### src/rtl/arm_pkg.sv
// Shared definitions for the arm command arbiter: default axis width,
// FSM state encoding and source codes.
package arm_pkg;

  localparam int AXIS_W = 10;

  typedef enum logic [1:0] {
    ST_IDLE  = 2'd0,
    ST_ISSUE = 2'd1,
    ST_DWELL = 2'd2
  } arb_state_e;

  localparam logic SRC_ROM = 1'b0;
  localparam logic SRC_MAN = 1'b1;

endpackage

### src/rtl/arm_axis_clamp.sv
// Single-axis clamp: limits an unsigned axis value to [MIN, MAX] and flags
// whether the value had to be altered.
module arm_axis_clamp #(
  parameter int W   = 10,
  parameter int MIN = 0,
  parameter int MAX = 1023
) (
  input  logic [W-1:0] val_i,
  output logic [W-1:0] val_o,
  output logic         clamp_o
);

  localparam logic [W-1:0] MIN_V = W'(MIN);
  localparam logic [W-1:0] MAX_V = W'(MAX);

  // Pass the value through unless it lies outside the legal window.
  always_comb begin
    val_o   = val_i;
    clamp_o = 1'b0;
    if (val_i < MIN_V) begin
      val_o   = MIN_V;
      clamp_o = 1'b1;
    end else if (val_i > MAX_V) begin
      val_o   = MAX_V;
      clamp_o = 1'b1;
    end
  end

endmodule

### src/rtl/arm_command_arbiter.sv
// Arbitrates between a ROM position stream and a manual position source,
// clamps the winning position, issues it as a held servo command and then
// waits a fixed dwell time before the next grant. A consecutive-grant
// counter keeps one source from starving the other.
module arm_command_arbiter #(
  parameter int AXIS_W       = arm_pkg::AXIS_W,
  parameter int AXIS_MIN     = 0,
  parameter int AXIS_MAX     = 1023,
  parameter int DWELL_CYCLES = 25_000,
  parameter int MAX_CONSEC   = 4
) (
  input  logic              clk,
  input  logic              rst,
  input  logic              rom_valid,
  input  logic [AXIS_W-1:0] rom_x,
  input  logic [AXIS_W-1:0] rom_y,
  input  logic [AXIS_W-1:0] rom_z,
  output logic              rom_ready,
  input  logic              man_valid,
  input  logic [AXIS_W-1:0] man_x,
  input  logic [AXIS_W-1:0] man_y,
  input  logic [AXIS_W-1:0] man_z,
  output logic              man_ready,
  input  logic              select_source,
  input  logic              stop,
  output logic              cmd_valid,
  output logic [AXIS_W-1:0] cmd_x,
  output logic [AXIS_W-1:0] cmd_y,
  output logic [AXIS_W-1:0] cmd_z,
  output logic              cmd_src,
  input  logic              cmd_ready,
  output logic              clamp_flag,
  output logic              busy
);

  import arm_pkg::*;

  localparam int DW_W = (DWELL_CYCLES > 0) ? $clog2(DWELL_CYCLES + 1) : 1;
  localparam int CW_W = (MAX_CONSEC > 0) ? $clog2(MAX_CONSEC + 1) : 1;
  // Dwell counter counts down to zero, so it is loaded with one less than
  // the dwell length to spend exactly DWELL_CYCLES cycles in DWELL.
  localparam logic [DW_W-1:0] DWELL_LOAD  = DW_W'((DWELL_CYCLES > 0) ? DWELL_CYCLES - 1 : 0);
  localparam logic [CW_W-1:0] CONSEC_MAX  = CW_W'(MAX_CONSEC);

  arb_state_e        state_q, state_d;
  logic [DW_W-1:0]   dwell_q, dwell_d;
  logic [CW_W-1:0]   consec_q, consec_d;
  logic              last_src_q, last_src_d;
  logic              cmd_valid_q, cmd_valid_d;
  logic [AXIS_W-1:0] cmd_x_q, cmd_x_d;
  logic [AXIS_W-1:0] cmd_y_q, cmd_y_d;
  logic [AXIS_W-1:0] cmd_z_q, cmd_z_d;
  logic              cmd_src_q, cmd_src_d;
  logic              clamp_q, clamp_d;

  logic              grant_en;
  logic              win_src;
  logic              other_valid;
  logic              xfer;
  logic [AXIS_W-1:0] sel_x, sel_y, sel_z;
  logic [AXIS_W-1:0] clp_x, clp_y, clp_z;
  logic              clamp_x, clamp_y, clamp_z;

  // Pick the winning source and drive the ready handshake combinationally.
  always_comb begin
    grant_en = rst && (state_q == ST_IDLE) && !stop;
    if (rom_valid && man_valid) begin
      win_src = select_source;
      if ((consec_q == CONSEC_MAX) && (last_src_q == select_source)) begin
        win_src = ~select_source;
      end
    end else begin
      win_src = man_valid ? SRC_MAN : SRC_ROM;
    end
    other_valid = (win_src == SRC_MAN) ? rom_valid : man_valid;
    rom_ready   = grant_en && rom_valid && (win_src == SRC_ROM);
    man_ready   = grant_en && man_valid && (win_src == SRC_MAN);
    xfer        = rom_ready || man_ready;
    sel_x       = (win_src == SRC_MAN) ? man_x : rom_x;
    sel_y       = (win_src == SRC_MAN) ? man_y : rom_y;
    sel_z       = (win_src == SRC_MAN) ? man_z : rom_z;
  end

  arm_axis_clamp #(.W(AXIS_W), .MIN(AXIS_MIN), .MAX(AXIS_MAX)) u_clamp_x (
    .val_i(sel_x), .val_o(clp_x), .clamp_o(clamp_x)
  );
  arm_axis_clamp #(.W(AXIS_W), .MIN(AXIS_MIN), .MAX(AXIS_MAX)) u_clamp_y (
    .val_i(sel_y), .val_o(clp_y), .clamp_o(clamp_y)
  );
  arm_axis_clamp #(.W(AXIS_W), .MIN(AXIS_MIN), .MAX(AXIS_MAX)) u_clamp_z (
    .val_i(sel_z), .val_o(clp_z), .clamp_o(clamp_z)
  );

  // Next-state logic for the IDLE/ISSUE/DWELL sequence and fairness counter.
  always_comb begin
    state_d     = state_q;
    dwell_d     = dwell_q;
    consec_d    = consec_q;
    last_src_d  = last_src_q;
    cmd_valid_d = cmd_valid_q;
    cmd_x_d     = cmd_x_q;
    cmd_y_d     = cmd_y_q;
    cmd_z_d     = cmd_z_q;
    cmd_src_d   = cmd_src_q;
    clamp_d     = clamp_q;
    case (state_q)
      ST_IDLE: begin
        if (xfer) begin
          state_d     = ST_ISSUE;
          cmd_valid_d = 1'b1;
          cmd_x_d     = clp_x;
          cmd_y_d     = clp_y;
          cmd_z_d     = clp_z;
          cmd_src_d   = win_src;
          clamp_d     = clamp_x || clamp_y || clamp_z;
          last_src_d  = win_src;
          // Only grants made against a waiting competitor count toward the
          // streak; a switch of source restarts it.
          if (win_src == last_src_q) begin
            if (other_valid && (consec_q != CONSEC_MAX)) begin
              consec_d = consec_q + CW_W'(1);
            end
          end else begin
            consec_d = other_valid ? CW_W'(1) : '0;
          end
        end
      end
      ST_ISSUE: begin
        if (stop) begin
          state_d     = ST_IDLE;
          cmd_valid_d = 1'b0;
        end else if (cmd_ready) begin
          cmd_valid_d = 1'b0;
          dwell_d     = DWELL_LOAD;
          state_d     = (DWELL_CYCLES == 0) ? ST_IDLE : ST_DWELL;
        end
      end
      ST_DWELL: begin
        if (stop || (dwell_q == '0)) begin
          state_d = ST_IDLE;
        end else begin
          dwell_d = dwell_q - DW_W'(1);
        end
      end
      default: begin
        state_d     = ST_IDLE;
        cmd_valid_d = 1'b0;
      end
    endcase
  end

  // State and command registers; reset clears everything including data.
  always_ff @(posedge clk or negedge rst) begin
    if (!rst) begin
      state_q     <= ST_IDLE;
      dwell_q     <= '0;
      consec_q    <= '0;
      last_src_q  <= SRC_ROM;
      cmd_valid_q <= 1'b0;
      cmd_x_q     <= '0;
      cmd_y_q     <= '0;
      cmd_z_q     <= '0;
      cmd_src_q   <= SRC_ROM;
      clamp_q     <= 1'b0;
    end else begin
      state_q     <= state_d;
      dwell_q     <= dwell_d;
      consec_q    <= consec_d;
      last_src_q  <= last_src_d;
      cmd_valid_q <= cmd_valid_d;
      cmd_x_q     <= cmd_x_d;
      cmd_y_q     <= cmd_y_d;
      cmd_z_q     <= cmd_z_d;
      cmd_src_q   <= cmd_src_d;
      clamp_q     <= clamp_d;
    end
  end

  assign cmd_valid  = cmd_valid_q;
  assign cmd_x      = cmd_x_q;
  assign cmd_y      = cmd_y_q;
  assign cmd_z      = cmd_z_q;
  assign cmd_src    = cmd_src_q;
  assign clamp_flag = clamp_q;
  assign busy       = (state_q != ST_IDLE);

endmodule
### config.mk
export PLATFORM = sky130hd
export DESIGN_NAME = arm_command_arbiter
export DESIGN_NICKNAME = d
export VERILOG_FILES = /design/src/rtl/arm_pkg.sv /design/src/rtl/arm_axis_clamp.sv /design/src/rtl/arm_command_arbiter.sv
export SDC_FILE = /design/constraint.sdc
export NUM_CORES = 1
export LEC_CHECK = 0
export ABC_CLOCK_PERIOD_IN_PS = 2300
export CAP_MARGIN = 20
export CORE_ASPECT_RATIO = 0.75
export CORE_MARGIN = 3
export CORE_UTILIZATION = 25
export CTS_CLUSTER_SIZE = 12
export DETAILED_ROUTE_END_ITERATION = 10
export SLEW_MARGIN = 20
export SYNTH_ARGS = -nofsm -noshare
export SYNTH_HDL_FRONTEND = slang
export SYNTH_HIERARCHICAL = 1
export SYNTH_SLANG_ARGS = --single-unit
### constraint.sdc
create_clock -name clk -period 2.3 [get_ports clk]
set_clock_uncertainty 0.2 [all_clocks]
set_input_delay 0.23 -clock clk [delete_from_list [all_inputs] [get_ports clk]]
set_output_delay 0.23 -clock clk [all_outputs]
set_load 0.01 [all_outputs]
# [After elaboration in Yosys (flattened, before gate mapping)]
# Index checks and enable logic that the tools add are counted.
[op_classes] magnitude_cmp=6 reduce_logical=23 n_shift=0 muxes=35 bitwise=3 n_div=0 n_eq_ne=13 add_sub_neg=2 n_mul=0
[op_table] operator="2-to-1 mux 10 bit" count=9
[op_table] operator="2-to-1 mux 15 bit" count=3
[op_table] operator="greater-than comparator 10 bit (second input constant)" count=3
[op_table] operator="< comparator 10 x 1 -> 1 bit (second input constant)" count=3
[op_table] operator="case mux 15 bit (2 select lines)" count=1
[op_table] operator="logical NOT 15 bit" count=1
[op_table] operator="subtractor 15 x 1 -> 15 bit (second input constant)" count=1
[op_table] operator="2-to-1 mux 1 bit" count=14
[op_table] operator="inequality test 2 bit (second input constant)" count=5
[op_table] operator="logical AND 1 bit" count=9
[op_table] operator="AND reduction 3 bit" count=3
[op_table] operator="2-to-1 mux 2 bit" count=4
[op_table] operator="2-to-1 mux 3 bit" count=2
[op_table] operator="inequality test 3 bit (second input constant)" count=2
[op_table] operator="case mux 2 bit (3 select lines)" count=1
[op_table] operator="logical OR 1 bit" count=4
[op_table] operator="AND reduction 4 bit" count=1
[op_table] operator="nonzero test 2 bit" count=2
[op_table] operator="adder 3 x 1 -> 3 bit (second input constant)" count=1
[op_table] operator="== test 3 bit (second input constant)" count=1
[op_table] operator="NOT 1 bit" count=3
[op_table] operator="case mux 1 bit (3 select lines)" count=1
[op_table] operator="== test 1 bit" count=2
[op_table] operator="== test 2 x 1 -> 1 bit (second input constant)" count=1
[op_table] operator="5 further kinds" count=5
[totals] reg_bits=53 word_cells=91 ram_bits=0 memories=0 out_inout_bits=36 mem_bits_ro=0 latch_bits=0

# [Depth between registers and ports, before layout]
# Gate-level depths: netlist (run 1).
[depth] ltp_word=10 mapped_depth=9

# [Hierarchy]
# Netlist (run 1), hierarchy kept.
[modules_own_cells] mod="arm_command_arbiter" cells_each=263 area_each_um2=2945.3 n_inst=1
[modules_own_cells] mod="arm_axis_clamp" cells_each=12 area_each_um2=48.8 n_inst=3

# [Worst setup path before layout (run 1)]
# OpenSTA, ideal clock, no wires.
[synth_timing] path_type="flip-flop to flip-flop" startpoint="register consec_q[0]" endpoint="register cmd_x_q[7] (netlist: cmd_x[7])" stages_incl_launch_ff=10 required_time_ns=1.975 path_buffers=2 setup_time_ns=0.125 path_slack_ns=-0.048 arrival_time_ns=2.023 path_cell_list="dfrtp_1 inv_1 ha_1 and3_1 o21ai_0 nand2_1 buf_1 mux2_2 clkbuf_1 mux2_2"
[synth_between] elab_chain_cells=8
[synth_lines] item="start: declaration" line="arm_command_arbiter.sv:47" rtl="logic [CW_W-1:0] consec_q, consec_d;"
[synth_lines] item="start signal: assignment" line="arm_command_arbiter.sv:168" rtl="consec_q <= consec_d;"
[synth_lines] item="== test 3 bit *" line="arm_command_arbiter.sv:69" rtl="if ((consec_q == CONSEC_MAX) && (last_src_q == select_source)) begin"
[synth_lines] item="logical AND 1 bit *" line="arm_command_arbiter.sv:69"
[synth_lines] item="2-to-1 mux 1 bit *" line="arm_command_arbiter.sv:69"
[synth_lines] item="2-to-1 mux 1 bit *" line="arm_command_arbiter.sv:67" rtl="if (rom_valid && man_valid) begin"
[synth_lines] item="2-to-1 mux 10 bit *" line="arm_command_arbiter.sv:79" rtl="sel_x = (win_src == SRC_MAN) ? man_x : rom_x;"
[synth_lines] item="named net sel_x[7]" line="arm_command_arbiter.sv:60" rtl="logic [AXIS_W-1:0] sel_x, sel_y, sel_z;"
[synth_lines] item="greater-than comparator 10 bit" line="arm_axis_clamp.sv:23" rtl="end else if (val_i > MAX_V) begin"
[synth_lines] item="2-to-1 mux 10 bit" line="arm_axis_clamp.sv:23"
[synth_lines] item="2-to-1 mux 10 bit *" line="arm_axis_clamp.sv:20" rtl="if (val_i < MIN_V) begin"
[synth_lines] item="named net clp_x[7]" line="arm_command_arbiter.sv:61" rtl="logic [AXIS_W-1:0] clp_x, clp_y, clp_z;"
[synth_lines] item="end signal: assignment" line="arm_command_arbiter.sv:171" rtl="cmd_x_q <= cmd_x_d;"
[synth_lines] item="end: declaration" line="arm_command_arbiter.sv:50" rtl="logic [AXIS_W-1:0] cmd_x_q, cmd_x_d;"
# The timed path passes the listed nets; every way through them passes the cells marked *.
# A chain may end at the register's enable or synchronous reset.

# [Worst setup path in the final report (run 1)]
[layout_timing] startpoint="register dwell_q[8]" endpoint="register dwell_q[11]"
[layout_between] elab_chain_cells=4
[layout_lines] item="start: declaration" line="arm_command_arbiter.sv:46" rtl="logic [DW_W-1:0] dwell_q, dwell_d;"
[layout_lines] item="start signal: assignment" line="arm_command_arbiter.sv:167" rtl="dwell_q <= dwell_d;"
[layout_lines] item="parallel branches: the longest is 4 deep, another holds subtractor 15 x 1 -> 15 bit"
# Several ways; the timed one is not identified. The select of a mux whose other input is x is not followed.

==> results of run 1 <==
synth_stat cells, drive strengths merged (4+ instances only):
master / count / area, um^2
clkbuf: 35 / 131.4
nand3: 5 / 25.02
buf: 10 / 61.30
inv: 11 / 41.29
nand2: 12 / 45.04
nor2: 13 / 51.30
a21oi: 11 / 66.32
nor3: 5 / 30.03
o21ai: 11 / 55.05
and3: 4 / 25.02
dfrtp: 53 / 1326
mux2: 61 / 686.9
through the flow:
stage	power, mW	area [um^2]	setup slack [ns]	util (%)
finish	3.487	4671	0.01687	39.49
global route	3.742	4671	-0.03998	39.49
CTS	3.541	4624	0.008895	39.10
detailed placement	2.772	4469	-0.1961	37.79
global placement	2.743	4469	-0.1714	37.79
floorplan	2.031	3110	-0.02518	-
per-layer routing:
layer / up-vias / GRT usage (%) / wire length (um)
li1: 1271 / - / -
met1: 1228 / 15.64 / 3680
met2: 89 / 18.53 / 3383
met3: 6 / 4.823 / 707
met4: 0 / 2.113 / 38
met5: - / 0 / 0
cell type report:
class	count	area [um^2]	area share, %
clock inverters	1	7.507	0.1607
well taps	162	202.7	4.340
inverters	11	41.29	0.8840
clock buffers	7	132.6	2.840
multi-input cells	190	1579	33.81
repair buffers	148	1381	29.57
flip-flops and latches	53	1326	28.40
cell families (layout without fill, tap and decap cells):
logic type / Yosys count / after routing / share of synthesized area [%]
DFF: 53 / 53 / 42.90
muxes: 64 / 64 / 23.19
and+or+nand+nor: 73 / 73 / 14.08
buffers and inverters: 56 / 167 / 7.568
AOI/OAI and AO/OA: 46 / 46 / 10.40
xor gates and xnor gates: 1 / 1 / 0.2833
adders and majority gates: 3 / 3 / 1.214
other: 3 / 3 / 0.3642
placed cells by master (no fill, tap or decap), drive strengths merged, types with 5 or more instances in the layout:
cell type / instances
a21oi: 11
nand2: 12
inv: 11
nand3: 5
clkbuf: 8
buf: 46
nor2: 13
dfrtp: 53
mux2: 61
o21ai: 11
nor3: 5
clkdlybuf4s50: 99
final timing paths:
kind | slack (ns) | end
max in group asynchronous | 1.21 | cmd_y[4]
setup / recovery | 0.02 | dwell_q[11]
hold reg to reg | 0.29 | cmd_valid
setup reg to reg | 0.02 | dwell_q[11]
hold / removal | 0.29 | cmd_valid
min in group asynchronous | 0.31 | cmd_x[8]
where the power goes:
part | switching, mW | internal, mW
Clock | 0.327 | 0.405
Combinational | 0.556 | 0.883
Sequential | 0.136 | 1.18
flip-flops by register name, summed over array words and instances (netlist names):
name        flops
clamp_flag      1
cmd_src         1
cmd_valid       1
cmd_x          10
cmd_y          10
cmd_z          10
consec_q        3
dwell_q        15
state_q         2
critical path, cell delays in order (launching register included):
cell and delay (ns):
sky130_fd_sc_hd__dfrtp_1 0.38, sky130_fd_sc_hd__or4_4 0.54, sky130_fd_sc_hd__or4b_4 0.60, sky130_fd_sc_hd__and4b_1 0.20
sky130_fd_sc_hd__a221o_1 0.25
repair_timing:
action | in CTS | in global routing
endpoints found under the setup margin | 12 | 31
resized for setup | 5 | 12
buffers inserted | 0 | 1
endpoints found under the hold margin | 53 | 0
pin swaps | 3 | 2
hold buffers | 1 | 0
==> metrics.yaml, run 1 <==
status: "finished, final reports clean"
worst_slew_pin_slew_ns: 0.6826
synth.lib_cells_used.distinct: 54
maxCapViolCount: 0
avgSynthCellArea_um2: 10.34
cts_inserted_buffers: 5
cell_chosen_for_the_clock_root: "sky130_fd_sc_hd__clkbuf_16"
critPathLaunchType: "flop"
io_buffer_count: 102
timing.final.max_slew_violations: 0
drc: 0
initial_core_util_pct: 26.14
synth.net_count: 369
vias_per_cell: 4.535
design.final.nets: 479
worstSetupPathType: "reg2reg"
cts_tree: "built"
period_needed_ns: 2.283
layout.cells.non_filler: 572
critical_path_peak_fanout: 6
yosys_most_used_dff: "sky130_fd_sc_hd__dfrtp_1"
worstSkewPairLatency_ns: 0.29
fp.dieH_um: 102.3
layout_worst_path_cycle_share_pct: 99.27
tns_ns: 0
finalHoldWorstSlack_ns: 0.2926
design.die.area_um2: 13750
routedWlPerCell_um: 13.65
layout-area-overhead-vs-synth_pct: 51.07
postSynthCellCount: 299
die_w_um: 134.4
clkSlewWorstSetupHoldPaths_ns: 0.07
gp_congestion: 0.8302
wire_length_of_the_first_global_routing_pass_um: 13170
syn_area_um2: 3092
synth.yosys.seq_area_share_pct: 42.90
cp-startpoint: "dwell_q[8]"
hold_viol_final: 0
hold_start: "cmd_valid"
detailedRoute.firstPassIterationCount: 4
dpl.cell_count: 562
areal_power_density_over_the_cells_nw_per_um2: 746.5
static-leakage-power_nw: 1.919
worst-r2r-cell-count: 4
antenna-diode-count: 0
max-slew-margin-rel_pct: 54.50
synth_warnings: 6
io_pins: 103
ys_seq_elements: 53
grt_overflow_total: 0
max_freq_mhz: 438.0
fillCellCount: 1153
htree_levels: 2
grt_usage_pct: 11.81
power.ir.vdd_worst_uv: 398.3
critPathRequiredTime_ns: 2.27
placeableCoreArea_um2: 11830
hold_class: "reg2reg"
first_global_vias: 2630
drive_above_1_share_pct: 32.44
vias: 2594
clock-sinks: 53
synthArstFlopShare_pct: 100.0
ant_nets: 0
antenna_found_initial: 0
endpoint_kind: "flop"
unrepaired_setup_endpoints_after_global_routing: "yes"
initial_drc_count: 63
fp-row-count: 34
count_of_flip_flops_with_a_built_in_enable_after_synthesis: 0
cts_buffer_depth: 2
pin_count_of_the_biggest_net_entering_global_routing: 30
worst_r2r_startpoint: "dwell_q[8]"
setup_violations: 0
holdPathStages: 1
critical_path_arrival_ns: 2.26
place.detailed.hpwl_um: 6012
drt_wl_total_um: 7810
Note: power is estimated with default switching activity, not from simulation.
==> run 2: changes to the inputs <==
Settings changed: CTS_CLUSTER_DIAMETER set to 100.
==> results of run 2 <==
The final DEF is identical to that of run 1; final timing and power are the same.
==> run 3: changes to the inputs <==
Settings changed: CAP_MARGIN 20 to 25.
==> results of run 3 <==
The final DEF is identical to that of run 1; final timing and power are the same.
